File: src/rtl/writeback_stage.sv
// Writeback stage: selects ALU/load/PC+4 result, waits on data memory for loads, drives the register-file write port.
// Optional macro WB_TIMEOUT_EN adds a bounded memory wait with a sticky timeout flag.
module writeback_stage #(
    parameter int WAIT_MAX = 15
) (
    input  logic        clk,
    input  logic        rst_n,
    input  logic        in_valid,
    output logic        in_ready,
    input  logic        in_regwrite,
    input  logic [4:0]  in_rd,
    input  logic [1:0]  in_wbsel,
    input  logic [31:0] in_alu_result,
    input  logic [31:0] in_pc4,
    input  logic [2:0]  in_funct3,
    input  logic [31:0] dmem_rdata,
    input  logic        dmem_ready,
    input  logic        flush,
    output logic        regwrite,
    output logic [4:0]  rd,
    output logic [31:0] rd_data,
    output logic        busy,
    output logic        timeout_err
);

    // state    | meaning
    // IDLE     | no entry held, ready to accept
    // WAIT_MEM | load accepted, waiting for dmem_ready
    // COMMIT   | output registers hold a write this cycle, ready to accept
    typedef enum logic [1:0] {
        S_IDLE     = 2'd0,
        S_WAIT_MEM = 2'd1,
        S_COMMIT   = 2'd2
    } state_t;

    if (WAIT_MAX < 1 || WAIT_MAX > 255) begin : g_bad_wait_max
        $error("writeback_stage: WAIT_MAX must be in 1..255");
    end

    state_t      state_q, state_d;
    logic        accept;
    logic        is_load;
    logic        timeout_hit;
    logic [31:0] wb_data;
    logic [31:0] load_data;
    logic [7:0]  byte_sel;
    logic [15:0] half_sel;

    logic        regwrite_q, regwrite_d;
    logic [4:0]  rd_q, rd_d;
    logic [31:0] rd_data_q, rd_data_d;
    logic        pend_we_q, pend_we_d;
    logic [4:0]  pend_rd_q, pend_rd_d;
    logic [2:0]  pend_funct3_q, pend_funct3_d;
    logic [1:0]  pend_off_q, pend_off_d;

    assign accept  = in_valid & in_ready & ~flush;
    assign is_load = (in_wbsel == 2'b01);
    assign wb_data = (in_wbsel == 2'b10) ? in_pc4 : in_alu_result;

    always_ff @(posedge clk) begin
        if (!rst_n) begin
            state_q <= S_IDLE;
        end else begin
            state_q <= state_d;
        end
    end

    always_comb begin
        state_d = state_q;
        case (state_q)
            S_IDLE, S_COMMIT: begin
                if (accept) begin
                    state_d = is_load ? S_WAIT_MEM : S_COMMIT;
                end else begin
                    state_d = S_IDLE;
                end
            end
            S_WAIT_MEM: begin
                if (flush) begin
                    state_d = S_IDLE;
                end else if (dmem_ready) begin
                    state_d = S_COMMIT;
                end else if (timeout_hit) begin
                    state_d = S_IDLE;
                end
            end
            default: state_d = S_IDLE;
        endcase
    end

    always_comb begin
        in_ready = (state_q != S_WAIT_MEM);
        busy     = (state_q == S_WAIT_MEM);
    end

    always_comb begin
        byte_sel = dmem_rdata[7:0];
        case (pend_off_q)
            2'd0: byte_sel = dmem_rdata[7:0];
            2'd1: byte_sel = dmem_rdata[15:8];
            2'd2: byte_sel = dmem_rdata[23:16];
            2'd3: byte_sel = dmem_rdata[31:24];
            default: byte_sel = dmem_rdata[7:0];
        endcase
        half_sel = pend_off_q[1] ? dmem_rdata[31:16] : dmem_rdata[15:0];
        case (pend_funct3_q)
            3'b000:  load_data = {{24{byte_sel[7]}}, byte_sel};
            3'b100:  load_data = {24'd0, byte_sel};
            3'b001:  load_data = {{16{half_sel[15]}}, half_sel};
            3'b101:  load_data = {16'd0, half_sel};
            default: load_data = dmem_rdata;
        endcase
    end

    // The write strobe is only ever set for the cycle that follows entry into COMMIT.
    always_comb begin
        regwrite_d    = 1'b0;
        rd_d          = rd_q;
        rd_data_d     = rd_data_q;
        pend_we_d     = pend_we_q;
        pend_rd_d     = pend_rd_q;
        pend_funct3_d = pend_funct3_q;
        pend_off_d    = pend_off_q;
        if (accept) begin
            if (is_load) begin
                pend_we_d     = in_regwrite;
                pend_rd_d     = in_rd;
                pend_funct3_d = in_funct3;
                pend_off_d    = in_alu_result[1:0];
            end else begin
                regwrite_d = in_regwrite & (in_rd != 5'd0);
                rd_d       = in_rd;
                rd_data_d  = wb_data;
            end
        end else if (state_q == S_WAIT_MEM && !flush && dmem_ready) begin
            regwrite_d = pend_we_q & (pend_rd_q != 5'd0);
            rd_d       = pend_rd_q;
            rd_data_d  = load_data;
        end
    end

    always_ff @(posedge clk) begin
        if (!rst_n) begin
            regwrite_q    <= 1'b0;
            rd_q          <= '0;
            rd_data_q     <= '0;
            pend_we_q     <= 1'b0;
            pend_rd_q     <= '0;
            pend_funct3_q <= '0;
            pend_off_q    <= '0;
        end else begin
            regwrite_q    <= regwrite_d;
            rd_q          <= rd_d;
            rd_data_q     <= rd_data_d;
            pend_we_q     <= pend_we_d;
            pend_rd_q     <= pend_rd_d;
            pend_funct3_q <= pend_funct3_d;
            pend_off_q    <= pend_off_d;
        end
    end

    assign regwrite = regwrite_q;
    assign rd       = rd_q;
    assign rd_data  = rd_data_q;

`ifdef WB_TIMEOUT_EN
    localparam logic [7:0] WAIT_MAX_CNT = 8'(WAIT_MAX);

    logic [7:0] wait_cnt_q, wait_cnt_d;
    logic [7:0] wait_cnt_inc;
    logic       timeout_err_q, timeout_err_d;
    logic       waiting_no_data;

    assign waiting_no_data = (state_q == S_WAIT_MEM) && !flush && !dmem_ready;
    assign wait_cnt_inc    = wait_cnt_q + 8'd1;
    // A returning dmem_ready suppresses the increment, so it beats the timeout on the same cycle.
    assign timeout_hit     = waiting_no_data && (wait_cnt_inc == WAIT_MAX_CNT);

    always_comb begin
        wait_cnt_d    = wait_cnt_q;
        timeout_err_d = timeout_err_q | timeout_hit;
        if (accept && is_load) begin
            wait_cnt_d = '0;
        end else if (waiting_no_data) begin
            wait_cnt_d = wait_cnt_inc;
        end
    end

    always_ff @(posedge clk) begin
        if (!rst_n) begin
            wait_cnt_q    <= '0;
            timeout_err_q <= 1'b0;
        end else begin
            wait_cnt_q    <= wait_cnt_d;
            timeout_err_q <= timeout_err_d;
        end
    end

    assign timeout_err = timeout_err_q;
`else
    assign timeout_hit = 1'b0;
    assign timeout_err = 1'b0;
`endif

endmodule

File: config.mk
export PLATFORM = sky130hd
export DESIGN_NAME = writeback_stage
export DESIGN_NICKNAME = d
export VERILOG_FILES = /design/src/rtl/writeback_stage.sv
export SDC_FILE = /design/constraint.sdc
export NUM_CORES = 1
export LEC_CHECK = 0
export ABC_CLOCK_PERIOD_IN_PS = 1650
export CORE_ASPECT_RATIO = 1.25
export CORE_MARGIN = 1
export CORE_UTILIZATION = 39
export DETAILED_ROUTE_END_ITERATION = 7
export GPL_ROUTABILITY_DRIVEN = 0
export MAX_ROUTING_LAYER = met4
export PLACE_DENSITY_LB_ADDON = 0.3
export SLEW_MARGIN = 0
export SYNTH_ARGS = -nofsm -noshare
export SYNTH_HDL_FRONTEND = slang
export SYNTH_SLANG_ARGS = --single-unit
File: constraint.sdc
create_clock -name clk -period 1.65 [get_ports clk]
set_input_delay 0.33 -clock clk [delete_from_list [all_inputs] [get_ports clk]]
set_output_delay 0.33 -clock clk [all_outputs]
set_load 0.01 [all_outputs]
==> reports/qor.yml, run 1 <==
status:
  status: "finished, violations left"
  violations: "setup timing"
floorplanning:
  core_area_um2: 8800
  die_area_um2: 9530
  pin_count: 153
  die_w_um: 87.5
  fp-row-count: 38
  initial_core_util_pct: 40.5
  die_y_um: 109
drt:
  wl_met1_um: 6240
  wirelength_um: 15700
  wl_met3_um: 985
  routedWlPerCell_um: 20.9
  routed.top_layer: "met4"
  drc: 0
  ant_nets: 0
  dr_wl_met2_um: 7690
  routed_via_density: 6.18
  vias: 4632
  drt_pass1_iterations: 6
  drtIter0Drc: 438
power:
  clock_power_share_pct: 25.8
  power_leakage_uw: 0.00228
  pwr_density_cell_nw_per_um2: 570
  p_comb_share_pct: 37.2
  p_sw_uw: 1120
  switching_share_pct: 31.2
  p_int_uw: 2480
  sequentialPowerShare_pct: 36.9
  vdd_drop_max_v: 0.000421
flow_run:
  cap_violations: 0
grt:
  antenna_found_initial: 0
  grt_pass1_vias: 4557
  overflow: 0
  grt.total_usage_pct: 32.5
  grt_pass1_wl_um: 23100
  grt_max_degree: 33
logic_synthesis:
  synth_top_area_cell: "dfxtp_1"
  async_flop_share_pct: 0
  netlist.area_leader.share_pct: 28.6
  ys_top_cells_by_area: "dfxtp_1, a221o_1, a221oi_2, nand2_1, o22ai_1"
  ys.flop_type: "dfxtp_1"
  synth_area_um2: 3560
  yosysSeqAreaShare_pct: 28.6
  synth_edf_count: 0
  synth_seq_cells: 51
  syn-instance-count: 427
  synth_common_cells: "dfxtp_1, nand2_1, a221o_1, o22ai_1, clkbuf_1"
  avgSynthCellArea_um2: 8.35
  synth_cell_type_count: 56
  yosys_warnings: 0
  syn_nets: 539
clock_tree:
  cts_root_buffer: "clkbuf_8"
  tritoncts: "built"
  cts_made_buffers: 5
  cts_hold_buf: 0
  cts_buffer_depth: 2
  clk-insertion-delay-late_ns: 0.32
  cts_sinks: 51
  cts_max_level: 2
  clkSlewWorstSetupHoldPaths_ns: 0.10
final_layout:
  antenna_cells: 0
  stdcell_count: 750
  syn_to_final_growth_pct: 77.1
  final_nets: 741
  drive_gt1_share_pct: 29.5
  fin_util_pct: 71.8
  fin_area_um2: 6310
critical_path:
  rrSetupSlack_ns: -0.13
  critPathMaxFanout: 8
  critical_path_arrival_ns: 2.01
  path_class: "register to register"
  crit_chain: "nand2b_4, inv_4, nor3b_4, buf_6, nor2_4, a221o_1, a221oi_2"
  slowest_stage: "dfxtp_2"
  crit_required_ns: 1.88
  slowest_delay_ns: 0.35
  start_kind: "register"
  endpoint_kind: "register"
sta:
  setup_slack_ns: -0.130
  setup_violations: 35
  rsz0062_at_grt: "yes"
  fin_skew_ns: 0.00623
  max_freq_mhz: 562
  min_period_over_period_pct: 108
  timing.final.hold_violations: 0
  drv_slew: 0
  tns_ns: -1.45
  fin_crit_ns: 1.78
place:
  placed_cell_area_um2: 5580
  post-place-cells: 719
  place_hpwl_um: 10200
  port_buffers: 151
hold_path:
  min_path_type: "register to register"
[power groups by stage]
stage	registers (µW)	logic, µW	clock network, µW
2_1_floorplan	1370	477	0
3_3_place_gp	1360	1090	0
3_5_place_dp	1360	1100	0
4_1_cts	1330	1270	939
5_1_grt	1340	1410	988
6_report	1330	1340	930
[what timing repair did]
item,in CTS,in global routing
resized for setup,59,44
pin swaps,26,26
setup endpoints to repair,38,43
setup buffers,13,8
gates cloned,7,2
[cell usage in the layout, fill, tap and decap left out, types with 3 or more instances in the layout]
master,count
o22ai_1,27
mux2i_2,3
nand3b_1,4
a21oi_2,3
a221oi_4,3
buf_12,9
clkdlybuf4s50_1,144
nor3_1,4
buf_6,15
clkbuf_8,5
dfxtp_1,47
buf_4,60
a311oi_2,3
o21ai_2,13
mux2_2,3
nor2_4,5
o21ai_0,20
o21ai_1,12
a22o_1,9
nor2_1,16
nand2b_1,3
a22oi_1,15
dlygate4sd2_1,5
inv_1,7
a21oi_1,17
nor2b_1,7
a221o_1,27
a221oi_2,21
nand2b_4,3
nand2_1,50
nor2_2,3
mux2i_1,9
[flip-flops by register name, summed over array words and instances (netlist names)]
signal	count
pend_funct3_q	3
pend_off_q	2
pend_rd_q	5
pend_we_q	1
rd	5
rd_data	32
regwrite	1
state_q	2
[cells by family after synthesis]
| logic type | after synthesis | synth area share, % |
|---|---|---|
| buffers and inverters | 56 | 7.76 |
| and+or+nand+nor | 109 | 15.4 |
| muxes | 15 | 4.32 |
| DFF | 51 | 28.6 |
| AOI/OAI and AO/OA | 195 | 43.8 |
| other | 1 | 0.105 |
[worst max-delay path: cells and delay by family, from the launching register on]
kind | cells | cell delay, ns
flip-flops | 1 | 0.35
AO/OA/AOI/OAI | 2 | 0.63
AND/OR/NAND/NOR | 3 | 0.48
buffers and inverters | 2 | 0.24
[final timing paths]
path                            cells after the start                     from                        to
worst min register to register                      2  rd_data[0]$_SDFFE_PN0P_   rd_data[0]$_SDFFE_PN0P_
worst max register to register                      7  state_q[1]$_SDFFE_PN0P_  rd_data[24]$_SDFFE_PN0P_
worst min-delay path                                2  rd_data[0]$_SDFFE_PN0P_   rd_data[0]$_SDFFE_PN0P_
worst max-delay path                                7  state_q[1]$_SDFFE_PN0P_  rd_data[24]$_SDFFE_PN0P_
[per-stage QoR]
stage	setup WS [ns]	hold WS, ns	power, µW
finish	-0.130	0.466	3600
floorplan	-0.00810	0.452	1850
global placement	-0.488	0.452	2440
CTS	-0.100	0.468	3540
global route	-0.179	0.488	3730
detailed placement	-0.544	0.457	2460
[layout make-up]
| class | count | area (µm²) |
|---|---|---|
| Clock buffer | 5 | 68.8 |
| Fill cell | 609 | 2480 |
| Multi-Input combinational cell | 322 | 2590 |
| Tap cell | 120 | 150 |
| Timing Repair Buffer | 241 | 2390 |
| Clock inverter | 3 | 47.5 |
| Inverter | 8 | 32.5 |
| Sequential cell | 51 | 1030 |
[per-layer routing]
| metal | global-route usage (%) | vias up |
|---|---|---|
| met1 | 37.9 | 2233 |
| met2 | 54.7 | 264 |
| met3 | 3.79 | 62 |
| met5 | - | - |
| met4 | 17.1 | 0 |
| li1 | - | 2073 |
Note: power is estimated with default switching activity, not from simulation.
==> inputs of run 2 (changes only) <==
CTS_CLUSTER_SIZE = 10   (was unset)
==> results of run 2 <==
Final layout, timing and power as in run 1 (identical DEF).
==> inputs of run 3 (changes only) <==
ABC_CLOCK_PERIOD_IN_PS = 2100   (was 1650)
CELL_PAD_IN_SITES_DETAIL_PLACEMENT = 0   (was unset)
CELL_PAD_IN_SITES_GLOBAL_PLACEMENT = 1   (was unset)
CORE_UTILIZATION = 33   (was 39)
GPL_ROUTABILITY_DRIVEN = unset   (was 0)
clock period = 2.1 ns   (was 1.65 ns; I/O delays follow)
==> run 3 against run 2 <==
Effect of this change: the flow now finishes without violations; final cell count shrank 4.8%; count of clock-buffer cells in the layout unchanged; sequential share of layout area grew 2.0 points; clock skew about the same; highest routed layer unchanged; critical path depth down 1; non-clock buffer count is 47 lower; final area is 12% lower; critical path type is now input port to register.
==> reports/qor.yml, run 3 (synthesized netlist as in run 1, its figures left out) <==
clock_tree:
  clk-insertion-delay-late_ns: 0.30  # -0.02 ns
  cts_max_level: 2  # unchanged
  cts_hold_buf: 0  # unchanged
  postCtsSetupRepairBufs: 0  # -13
  cts_made_buffers: 5  # unchanged
  cts_sinks: 51  # unchanged
  cts_root_buffer: "clkbuf_16"
  cts_buffer_depth: 2  # unchanged
  tritoncts: "built"
  clkSlewWorstSetupHoldPaths_ns: 0.08  # -0.02 ns
  cts_resized: 0  # -100%
floorplanning:
  fp-row-count: 42  # +11%
  die_w_um: 95.0  # +8.5%
  pin_count: 153  # unchanged
  die_area_um2: 11200  # +18%
  core_area_um2: 10600  # +20%
  die_y_um: 118  # +8.5%
  initial_core_util_pct: 33.7  # -6.8 points
drt:
  drtIter0Drc: 281  # -36%
  routed.top_layer: "met4"
  routedWlPerCell_um: 19.2  # -8.0%
  wl_met1_um: 5770  # -7.4%
  vias: 4148  # -10%
  drc: 0  # unchanged
  ant_nets: 0  # unchanged
  wirelength_um: 13700  # -12%
  wl_met3_um: 742  # -25%
  drt_pass1_iterations: 5  # -1
  routed_via_density: 5.81  # -5.9%
  dr_wl_met2_um: 6920  # -10%
power:
  sequentialPowerShare_pct: 37.5  # +0.6 points
  p_comb_share_pct: 31.0  # -6.2 points
  switching_share_pct: 30.4  # -0.78 points
  p_int_uw: 1940  # -22%
  vdd_drop_max_v: 0.000300  # -29%
  power_leakage_uw: 0.00193  # -16%
  pwr_density_cell_nw_per_um2: 501  # -12%
  p_sw_uw: 846  # -25%
  clock_power_share_pct: 31.4  # +5.6 points
  power_uw: 2790  # -23%
sta:
  tns_ns: 0  # +1.45 ns
  fin_crit_ns: 2.03
  timing.final.hold_violations: 0  # unchanged
  rsz0062_at_grt: "no"
  setup_slack_ns: 0.0682  # +0.198 ns
  tightestPinTransition_ns: 0.507
  fin_skew_ns: 0.00638  # +0.000149 ns
  max_freq_mhz: 492
  setup_violations: 0  # -100%
  slew-limit-headroom_pct: 65.3
  min_period_over_period_pct: 96.8
  drv_slew: 0  # unchanged
critical_path:
  endpoint_kind: "register"
  start_kind: "input port"
  slowest_stage: "clkdlybuf4s50_1"
  reg2reg_to: "rd_data[14]$_SDFFE_PN0P_"
  rr_startpoint: "pend_off_q[1]$_SDFFE_PN0P_"
  slowest_delay_ns: 0.41  # +0.06 ns
  r2r_cells: 6  # -1
  path_buf_inv: 1  # -1
  path_delay_family: "simple AND/OR/NAND/NOR gates"
  critical_path_arrival_ns: 2.25  # +0.24 ns
  path_class: "input port to register"
  rrSetupSlack_ns: 0.24  # +0.37 ns
  crit_required_ns: 2.32  # +0.44 ns
  critPathMaxFanout: 15  # +7
  crit_chain: "clkdlybuf4s50_1, and4bb_4, or2_2, o21ai_2, a221o_1, a221oi_2"
hold_path:
  hold_path_depth: 1  # -1
  worstHoldEndpoint: "rd_data[5]$_SDFFE_PN0P_"
  min_path_type: "register to register"
  hp-start: "rd_data[5]$_SDFFE_PN0P_"
place:
  pre_cts_slack_ns: -0.235  # +0.309 ns
  placed_cell_area_um2: 5410  # -3.1%
  post-place-cells: 705  # -1.9%
  place_congestion: 0.905
  port_buffers: 151  # unchanged
  place_hpwl_um: 10100  # -0.57%
final_layout:
  largest_reg_flops: 32  # unchanged
  final_common_cell: "clkdlybuf4s50_1"
  final_cell_mix: "clkdlybuf4s50_1, nand2_1, dfxtp_1"
  fin_area_um2: 5560  # -12%
  final_nets: 693  # -6.5%
  stdcell_count: 714  # -4.8%
  antenna_cells: 0  # unchanged
  syn_to_final_growth_pct: 56.1
  drive_gt1_share_pct: 15.5  # -14 points
grt:
  grt.total_usage_pct: 24.6  # -7.9 points
  antenna_found_initial: 0  # unchanged
  grt_max_degree: 33  # unchanged
  overflow: 0  # unchanged
  grt_pass1_wl_um: 20900  # -9.4%
  grt_pass1_vias: 4064  # -11%
status:
  status: "finished clean"
flow_run:
  cap_violations: 0  # unchanged
==> run 3: how the worst max path moves through the flow <==
| stage | startpoint | endpoint | depth (start not counted) |
|---|---|---|---|
| floorplan | in_wbsel[0] | rd_data[25]$_SDFFE_PN0P_ | 6 |
| detailed placement | flush | rd_data[27]$_SDFFE_PN0P_ | 6 |
| global route | flush | pend_off_q[1]$_SDFFE_PN0P_ | 8 |
| CTS | flush | rd_data[27]$_SDFFE_PN0P_ | 6 |
| global placement | flush | rd_data[28]$_SDFFE_PN0P_ | 6 |
| finish | flush | rd_data[23]$_SDFFE_PN0P_ | 6 |
==> run 3: power groups by stage <==
stage	sequential, µW	combinational (µW)	clock (µW)
after floorplan	1080	367	0
after global placement	1070	851	0
after detailed placement	1070	855	0
after CTS	1050	859	885
after global routing	1050	920	926
final	1050	865	876
==> run 3: metal layers <==
| metal | GRT usage, % | vias up |
|---|---|---|
| met2 | 41.0 | 169 |
| met5 | - | - |
| li1 | - | 1977 |
| met4 | 8.05 | 0 |
| met3 | 2.96 | 19 |
| met1 | 30.6 | 1983 |
==> run 3: layout make-up <==
class / count / area, µm²
fillers: 1007 / 5000
repair buffers: 194 / 1920
multi-input cells: 321 / 2270
clock buffers: 5 / 125
inverters: 8 / 30.0
well taps: 132 / 165
clock inverters: 3 / 26.3
flip-flops and latches: 51 / 1020
==> run 3: per-stage QoR <==
step                hold slack [ns]  utilization (%)
floorplan                     0.461                -
global placement              0.464             51.2
detailed placement            0.462             51.2
CTS                           0.477             52.6
global route                  0.485             52.7
finish                        0.481             52.7
